## config.mk

```make
export PLATFORM = sky130hd
export DESIGN_NAME = relu_act_pipe
export DESIGN_NICKNAME = d
export VERILOG_FILES = /design/src/rtl/relu_act_pipe_pkg.sv /design/src/rtl/relu_act_pipe_lane.sv /design/src/rtl/relu_act_pipe.sv
export SDC_FILE = /design/constraint.sdc
export NUM_CORES = 1
export LEC_CHECK = 0
export CORE_MARGIN = 3
export CORE_UTILIZATION = 54
export DETAILED_ROUTE_END_ITERATION = 6
export PLACE_DENSITY_LB_ADDON = 0.25
export SYNTH_ARGS = -nofsm -noshare
export SYNTH_HDL_FRONTEND = slang
export SYNTH_SLANG_ARGS = --single-unit
```

## constraint.sdc

```tcl
create_clock -name CLK -period 2.8 [get_ports CLK]
set_input_delay 0.56 -clock CLK [delete_from_list [all_inputs] [get_ports CLK]]
set_output_delay 0.56 -clock CLK [all_outputs]
set_load 0.03 [all_outputs]
```

## src/rtl/relu_act_pipe_pkg.sv

```systemverilog
// Shared types and saturation helpers for the
// multi-channel activation pipeline.
package relu_pkg;

  typedef enum logic [1:0] {
    ACT_RELU  = 2'b00,
    ACT_LEAKY = 2'b01,
    ACT_CLIP  = 2'b10,
    ACT_IDENT = 2'b11
  } act_mode_e;

  function automatic logic signed [31:0] sat_signed(
    input logic signed [31:0] v,
    input int                 w
  );
    logic signed [31:0] hi;
    logic signed [31:0] lo;
    logic signed [31:0] r;
    hi = (32'sd1 <<< (w - 1)) - 32'sd1;
    lo = -hi - 32'sd1;
    if (v > hi)      r = hi;
    else if (v < lo) r = lo;
    else             r = v;
    return r;
  endfunction

  function automatic logic signed [31:0] sat_unsigned(
    input logic signed [31:0] v,
    input int                 w
  );
    logic signed [31:0] hi;
    logic signed [31:0] r;
    hi = (32'sd1 <<< w) - 32'sd1;
    if (v > hi)        r = hi;
    else if (v < 0)    r = '0;
    else               r = v;
    return r;
  endfunction

endpackage

```

## src/rtl/relu_act_pipe_lane.sv

```systemverilog
// One channel of activation: takes the pre-scaled
// sum and produces the saturated OUT_W result.
module relu_act_lane
  import relu_pkg::*;
#(
  parameter int IN_W    = 11,
  parameter int OUT_W   = 8,
  parameter int LEAK_SH = 3
) (
  input  logic signed [IN_W-1:0]  x_s,
  input  act_mode_e               mode,
  input  logic        [OUT_W-1:0] clip,
  input  logic                    neg,
  output logic        [OUT_W-1:0] y,
  output logic                    zero
);

  logic signed [31:0] xi;
  logic signed [31:0] ci;

  assign xi = {{(32-IN_W){x_s[IN_W-1]}}, x_s};
  assign ci = {{(32-OUT_W){1'b0}}, clip};

  always_comb begin
    y = '0;
    unique case (mode)
      ACT_RELU:
        y = neg ? '0 : OUT_W'(sat_unsigned(xi, OUT_W));
      ACT_LEAKY:
        y = neg ? OUT_W'(sat_signed(xi >>> LEAK_SH, OUT_W))
                : OUT_W'(sat_signed(xi, OUT_W));
      ACT_CLIP:
        y = neg ? '0 : ((xi > ci) ? clip : OUT_W'(xi));
      ACT_IDENT:
        y = OUT_W'(sat_signed(xi, OUT_W));
      default:
        y = '0;
    endcase
  end

  // Only the clamping modes report a zeroed negative.
  assign zero = neg & ((mode == ACT_RELU) | (mode == ACT_CLIP));

endmodule

```

## src/rtl/relu_act_pipe.sv

```systemverilog
// Two-stage activation pipeline: S1 scales and captures
// controls, S2 is the output register; both skid on ready.
module relu_act_pipe
  import relu_pkg::*;
#(
  parameter int N_CH    = 4,
  parameter int IN_W    = 11,
  parameter int OUT_W   = 8,
  parameter int SHIFT   = 2,
  parameter int LEAK_SH = 3,
  parameter int CNT_W   = 16
) (
  input  logic                    CLK,
  input  logic                    RST,
  input  logic                    in_valid,
  output logic                    in_ready,
  input  logic [N_CH*IN_W-1:0]    in_data,
  input  logic [1:0]              mode,
  input  logic [OUT_W-1:0]        clip,
  output logic                    out_valid,
  input  logic                    out_ready,
  output logic [N_CH*OUT_W-1:0]   out_data,
  input  logic                    stat_clr,
  output logic [CNT_W-1:0]        zero_cnt
);

  localparam int NZ_W = $clog2(N_CH + 1);

  logic                         s1_valid_q, s1_valid_d;
  logic [N_CH-1:0][IN_W-1:0]    s1_xs_q, s1_xs_d;
  logic [N_CH-1:0]              s1_neg_q, s1_neg_d;
  act_mode_e                    s1_mode_q, s1_mode_d;
  logic [OUT_W-1:0]             s1_clip_q, s1_clip_d;

  logic                         out_valid_q, out_valid_d;
  logic [N_CH*OUT_W-1:0]        out_data_q, out_data_d;
  logic [NZ_W-1:0]              out_nz_q, out_nz_d;
  logic [CNT_W-1:0]             cnt_q, cnt_d;

  logic                         adv1, adv2, xfer;
  logic [N_CH-1:0][IN_W-1:0]    in_xs;
  logic [N_CH-1:0]              in_neg;
  logic [N_CH*OUT_W-1:0]        lane_y;
  logic [N_CH-1:0]              lane_zero;
  logic [NZ_W-1:0]              nz_sum;
  logic [CNT_W:0]               cnt_sum;

  assign adv2     = !out_valid_q | out_ready;
  assign adv1     = !s1_valid_q | adv2;
  assign xfer     = out_valid_q & out_ready;
  assign in_ready = adv1;

  for (genvar c = 0; c < N_CH; c++) begin : g_ch
    assign in_xs[c] =
      $signed(in_data[c*IN_W +: IN_W]) >>> SHIFT;
    assign in_neg[c] = in_data[c*IN_W + IN_W - 1];

    relu_act_lane #(
      .IN_W    (IN_W),
      .OUT_W   (OUT_W),
      .LEAK_SH (LEAK_SH)
    ) u_lane (
      .x_s  (s1_xs_q[c]),
      .mode (s1_mode_q),
      .clip (s1_clip_q),
      .neg  (s1_neg_q[c]),
      .y    (lane_y[c*OUT_W +: OUT_W]),
      .zero (lane_zero[c])
    );
  end

  always_comb begin
    s1_valid_d = s1_valid_q;
    s1_xs_d    = s1_xs_q;
    s1_neg_d   = s1_neg_q;
    s1_mode_d  = s1_mode_q;
    s1_clip_d  = s1_clip_q;
    if (adv1) begin
      s1_valid_d = in_valid;
      if (in_valid) begin
        s1_xs_d   = in_xs;
        s1_neg_d  = in_neg;
        s1_mode_d = act_mode_e'(mode);
        s1_clip_d = clip;
      end
    end
  end

  always_comb begin
    nz_sum = '0;
    for (int c = 0; c < N_CH; c++)
      nz_sum = nz_sum + NZ_W'(lane_zero[c]);
  end

  always_comb begin
    out_valid_d = out_valid_q;
    out_data_d  = out_data_q;
    out_nz_d    = out_nz_q;
    if (adv2) begin
      out_valid_d = s1_valid_q;
      if (s1_valid_q) begin
        out_data_d = lane_y;
        out_nz_d   = nz_sum;
      end
    end
  end

  // Beat's zero count is credited only when it leaves.
  always_comb begin
    cnt_sum = {1'b0, cnt_q} + (CNT_W+1)'(out_nz_q);
    cnt_d   = cnt_q;
    if (stat_clr)
      cnt_d = '0;
    else if (xfer)
      cnt_d = cnt_sum[CNT_W] ? '1 : cnt_sum[CNT_W-1:0];
  end

  always_ff @(posedge CLK) begin
    if (RST) begin
      s1_valid_q  <= 1'b0;
      s1_xs_q     <= '0;
      s1_neg_q    <= '0;
      s1_mode_q   <= ACT_RELU;
      s1_clip_q   <= '0;
      out_valid_q <= 1'b0;
      out_data_q  <= '0;
      out_nz_q    <= '0;
      cnt_q       <= '0;
    end else begin
      s1_valid_q  <= s1_valid_d;
      s1_xs_q     <= s1_xs_d;
      s1_neg_q    <= s1_neg_d;
      s1_mode_q   <= s1_mode_d;
      s1_clip_q   <= s1_clip_d;
      out_valid_q <= out_valid_d;
      out_data_q  <= out_data_d;
      out_nz_q    <= out_nz_d;
      cnt_q       <= cnt_d;
    end
  end

  assign out_valid = out_valid_q;
  assign out_data  = out_data_q;
  assign zero_cnt  = cnt_q;

endmodule

```

======== Word-level counts from Yosys, hierarchy flattened ========
Index checks and enable logic that the tools add are counted.
Widths: inputs -> output; s select.
word-level totals
  bits in registers ....................... 103
  bits of input ports ..................... 59
  output and inout port bits .............. 50
  logic and storage cells ................. 106
operators by class
  $add $sub $neg .......................... 4
  magnitude comparators ................... 28
  equal/unequal tests ..................... 3
  muxes and demuxes ....................... 45
  bitwise gates (word level) .............. 8
  reductions and logical operators ........ 6
operators by type and width
  kind                count
  $mux 8              40
  $pmux 8 s4          4
  $gt 9x8->1 const B  4
  $gt 9x9->1          4
  $gt 9x9->1 const B  4
  $lt 9x1->1 const B  4
  $lt 9x8->1 const B  4
  $gt 6x8->1 const B  4
  $lt 6x8->1 const B  4
  $add 16x3->17       1
  $mux 16             1
  $and 1x1->1         5
  $eq 2x2->1 const B  2
  $reduce_and 2->1    2
  $add 2x1->3         1
  $add 3x1->3         1
  $or 1x1->1          3
  $add 1x1->2         1
  $eq 2x1->1 const B  1
  $logic_not 1->1     2
  $logic_not 2->1     1
  $reduce_or 2->1     1

======== Longest topological paths before layout ========
  word-level depth ........................ 6
  gate-level depth with buffers ........... 10
  gate-level depth less buffers ........... 8

======== By module ========
From an unflattened synthesis, not the netlist that was laid out.
unflattened totals
  cells, all modules ...................... 704
  area, all modules ....................... 5,708.0 um^2
by module, submodules not included
  module         times used  cells each  area each (um^2)  seq. area each (um^2)
  relu_act_pipe  1           456         3,746.1           1,981.9
  relu_act_lane  4           62          490.5             0.0

======== Least setup slack after synthesis ========
Ideal clock, no wire load.
  path kind ............................... register -> register
  start point ............................. register cnt_q[0], in the netlist zero_cnt[0]
  end point ............................... register cnt_q[9], in the netlist zero_cnt[9]
  library setup time ...................... 0.086 ns
  arrival time ............................ 2.214 ns
  required time ........................... 2.714 ns
  setup slack ............................. 0.500 ns
  stages on the path, launching flop included .. 9
  path buffers ............................ 0
  clock period less this slack ............ 2.300 ns
  cell sequence ........................... dfxtp_1 ha_1 inv_1 fa_1 nand2b_1 a21oi_2 nand4_1 and4_1 a211oi_1
on the way
  word-level cells in the longest chain between the ends .. 2
ends and longest elaborated chain
  what                    RTL line              text
  start, declared         relu_act_pipe.sv:38   logic [CNT_W-1:0] cnt_q, cnt_d;
  start signal, assigned  relu_act_pipe.sv:138  cnt_q <= cnt_d;
  $add 16x3->17           relu_act_pipe.sv:110  cnt_sum = {1'b0, cnt_q} + (CNT_W+1)'(out_nz_q);
  $mux 16                 relu_act_pipe.sv:115  cnt_d = cnt_sum[CNT_W] ? '1 : cnt_sum[CNT_W-1:0];
No other way between the ends.
A chain may end at the register's enable or synchronous reset.

======== Worst setup path after layout ========
  start point ............................. input port out_ready
  end point ............................... output port in_ready
on the way
  word-level cells in the longest chain between the ends .. 2
ends and longest elaborated chain
  what             RTL line             text
  start, declared  relu_act_pipe.sv:21  input logic out_ready,
  $or 1x1->1       relu_act_pipe.sv:48  assign adv2 = !out_valid_q | out_ready;
  $or 1x1->1       relu_act_pipe.sv:49  assign adv1 = !s1_valid_q | adv2;
  end, declared    relu_act_pipe.sv:16  output logic in_ready,
No other way between the ends.

==> impl_metrics.toml <==
[cells_and_area]
fin_util = 0.701
instances_no_fill = 1070
stdcell_area_um2 = 7830
fin_nets = 1023
diodes = 0
fill_cells = 943
area_growth_pct = 23.2
drive_above_1_share = 0.0796

[timing]
layout_min_cycle_time_ns = 2.65
worst_slack_ns = 0.150
finalSetupTns_ns = 0
fin_crit_sh = 0.946
tightestPinTransition_ns = 0.722
max_freq_ghz = 0.377
max_slew_margin = 0.516
drv_slew = 0
rsz0062_at_grt = "no"
finalSetupViolCount = 0
hold_violations = 0
fin_skew_ns = 0.00721

[floorplanning]
die_height_um = 114
rows = 38
design.core.area_um2 = 11200
io_pins = 109
die_x_um = 114
start_util = 0.569
die_area_um2 = 13100

[critical_path]
end_kind = "output pin"
path_class = "in -> out"
slowest_delay_ns = 0.61
critPathTopFamily = "buffers and inverters"
path_buf_inv = 2
cp_max_fo = 5
crit_slowest_cell = "clkdlybuf4s50_1"
critPathMostFrequentCell = "clkdlybuf4s50_1"
crit_required_ns = 2.24
path_cells = "clkdlybuf4s50_1, nor2b_2, nand2_1, clkdlybuf4s50_1"
startpoint_type = "primary input"
critical_path_arrival_ns = 2.09
r2r_slack_ns = 0.26

[placed_design]
pre_cts_slack_ns = 0.209
gp_congestion = 0.905
placed_area_um2 = 7550
hpwl_um = 13900
place_inst = 1054
io_buffers = 100

[detailed_routing]
ant_nets = 0
first_iter_violations = 666
dr.pass1.iters = 5
wire_per_inst_um = 18.6
wl_um = 19900
num_vias = 6978
avgViaCountPerCell = 6.52
drc = 0

[grt]
antenna_found_initial = 0
grt_pass1_wl_um = 32700
grt-ovfl-total = 0
grt_usage = 0.308
grt_max_degree = 58
grt_pass1_vias = 6716

[clocking]
cts.reportedPaths.clkPinSlew_ns = 0.07
clkSinkCount = 99
cts_tree = "built"
clkLatencyLatePin_ns = 0.36
cts_made_buffers = 9
clock_tree.root_cell = "clkbuf_16"
clockBufferDepth = 2
postCtsHoldBufs = 0
htree_levels = 3
cts_resized = 0
cts_setup_buffers = 0

[synthesis]
async_reset_ff_frac = 0
synth-seq-cells = 99
synth_nets = 936
synth-edff-count = 0
ys_warn_count = 0
yosysUniqueCellTypes = 68
avgSynthCellArea_um2 = 7.58
synthCells = 838
synth_seq_area_share = 0.312
ys.flop_type = "dfxtp_1"
netlist_area_um2 = 6360

[run]
cap_violations = 0

[run_status]
status = "completed"

[hold_path]
holdCritPathClass = "reg -> reg"

[pwr]
powerDensity_nw_per_um2 = 487
p_leak_nw = 2.90
max-vdd-ir-drop_mv = 0.856
worst reg2reg max path, cell delays in order, from the launching register on:
cell and delay [ns]:
dfxtp_1 0.41, inv_1 0.15, ha_1 0.36, a211oi_1 0.25, o21ai_0 0.15, or3_1 0.43, a2111oi_0 0.55, a211oi_1 0.11
cell usage after synthesis (all sizes together), types with 8 or more instances:
master,n,area share
nand3,29,0.023
a2111oi,8,0.011
nand4,10,0.0098
and2,10,0.0098
nor3,24,0.019
buf,23,0.017
nor2,54,0.033
ha,37,0.073
o221ai,27,0.037
nor2b,14,0.014
or2,13,0.013
o21ai,35,0.029
a31oi,13,0.013
nand2,147,0.087
dfxtp,99,0.31
nand2b,11,0.011
o211ai,15,0.018
nor4,22,0.022
a21oi,75,0.060
clkbuf,32,0.019
a32oi,11,0.015
a211oi,32,0.038
inv,22,0.013
power breakdown:
part	switching [mW]	internal [mW]
clock network	0.574	0.631
registers	0.0918	1.49
logic	0.616	0.411
layout make-up:
cell class                      count  area (um^2)  area share
Tap cell                          140          175      0.0224
Timing Repair Buffer              131         1240       0.159
Clock buffer                       11          243      0.0310
Inverter                           23         86.3      0.0110
Clock inverter                      5         37.5     0.00479
Multi-Input combinational cell    661         4060       0.519
Sequential cell                    99         1980       0.253
worst paths after layout:
path | from | end | cells after the start
setup / recovery | out_ready | in_ready | 4
hold / removal | out_nz_q[0] | out_nz_q[0] | 2
setup reg to reg | s1_clip_q[4] | out_data[17] | 7
hold reg to reg | out_nz_q[0] | out_nz_q[0] | 2
cells by family (layout without fill, tap and decap cells):
family,count (synthesis),count (layout),synth area share
compound gates,257,257,0.278
mux,4,4,0.00630
fa+ha+maj,40,40,0.0807
flops,99,99,0.312
simple gates,353,353,0.264
buf+inv,78,170,0.0500
xor+xnor,7,7,0.00965
flip-flops by register name (all words and copies together), names as in the netlist:
name,cells
s1_neg_q,3
out_nz_q,3
s1_clip_q,8
s1_valid_q,1
out_data,32
out_valid,1
s1_mode_q,2
s1_xs_q,33
zero_cnt,16
routing by layer:
layer  share of wire  up-vias  GRT usage
met5               0        -          0
met4           0.047        0      0.164
met3           0.089       74     0.0539
met2            0.46      384      0.515
met1            0.40     3224      0.375
li1                -     3296          -
stage by stage:
stage          hold slack (ns)  power [mW]
6_report                 0.467        3.81
5_1_grt                  0.490        3.98
4_1_cts                  0.469        3.80
3_5_place_dp             0.460        2.61
3_3_place_gp             0.458        2.57
2_1_floorplan            0.440        2.23
cells in the final DEF (no fill, tap or decap), types with 29 or more instances in the layout:
master	instances
nand2_1	147
clkdlybuf4s50_1	99
dfxtp_1	99
a21oi_1	74
nor2_1	52
ha_1	37
a211oi_1	32
buf_4	30
nand3_1	29
o21ai_0	29
(Power assumes the default switching activity.)
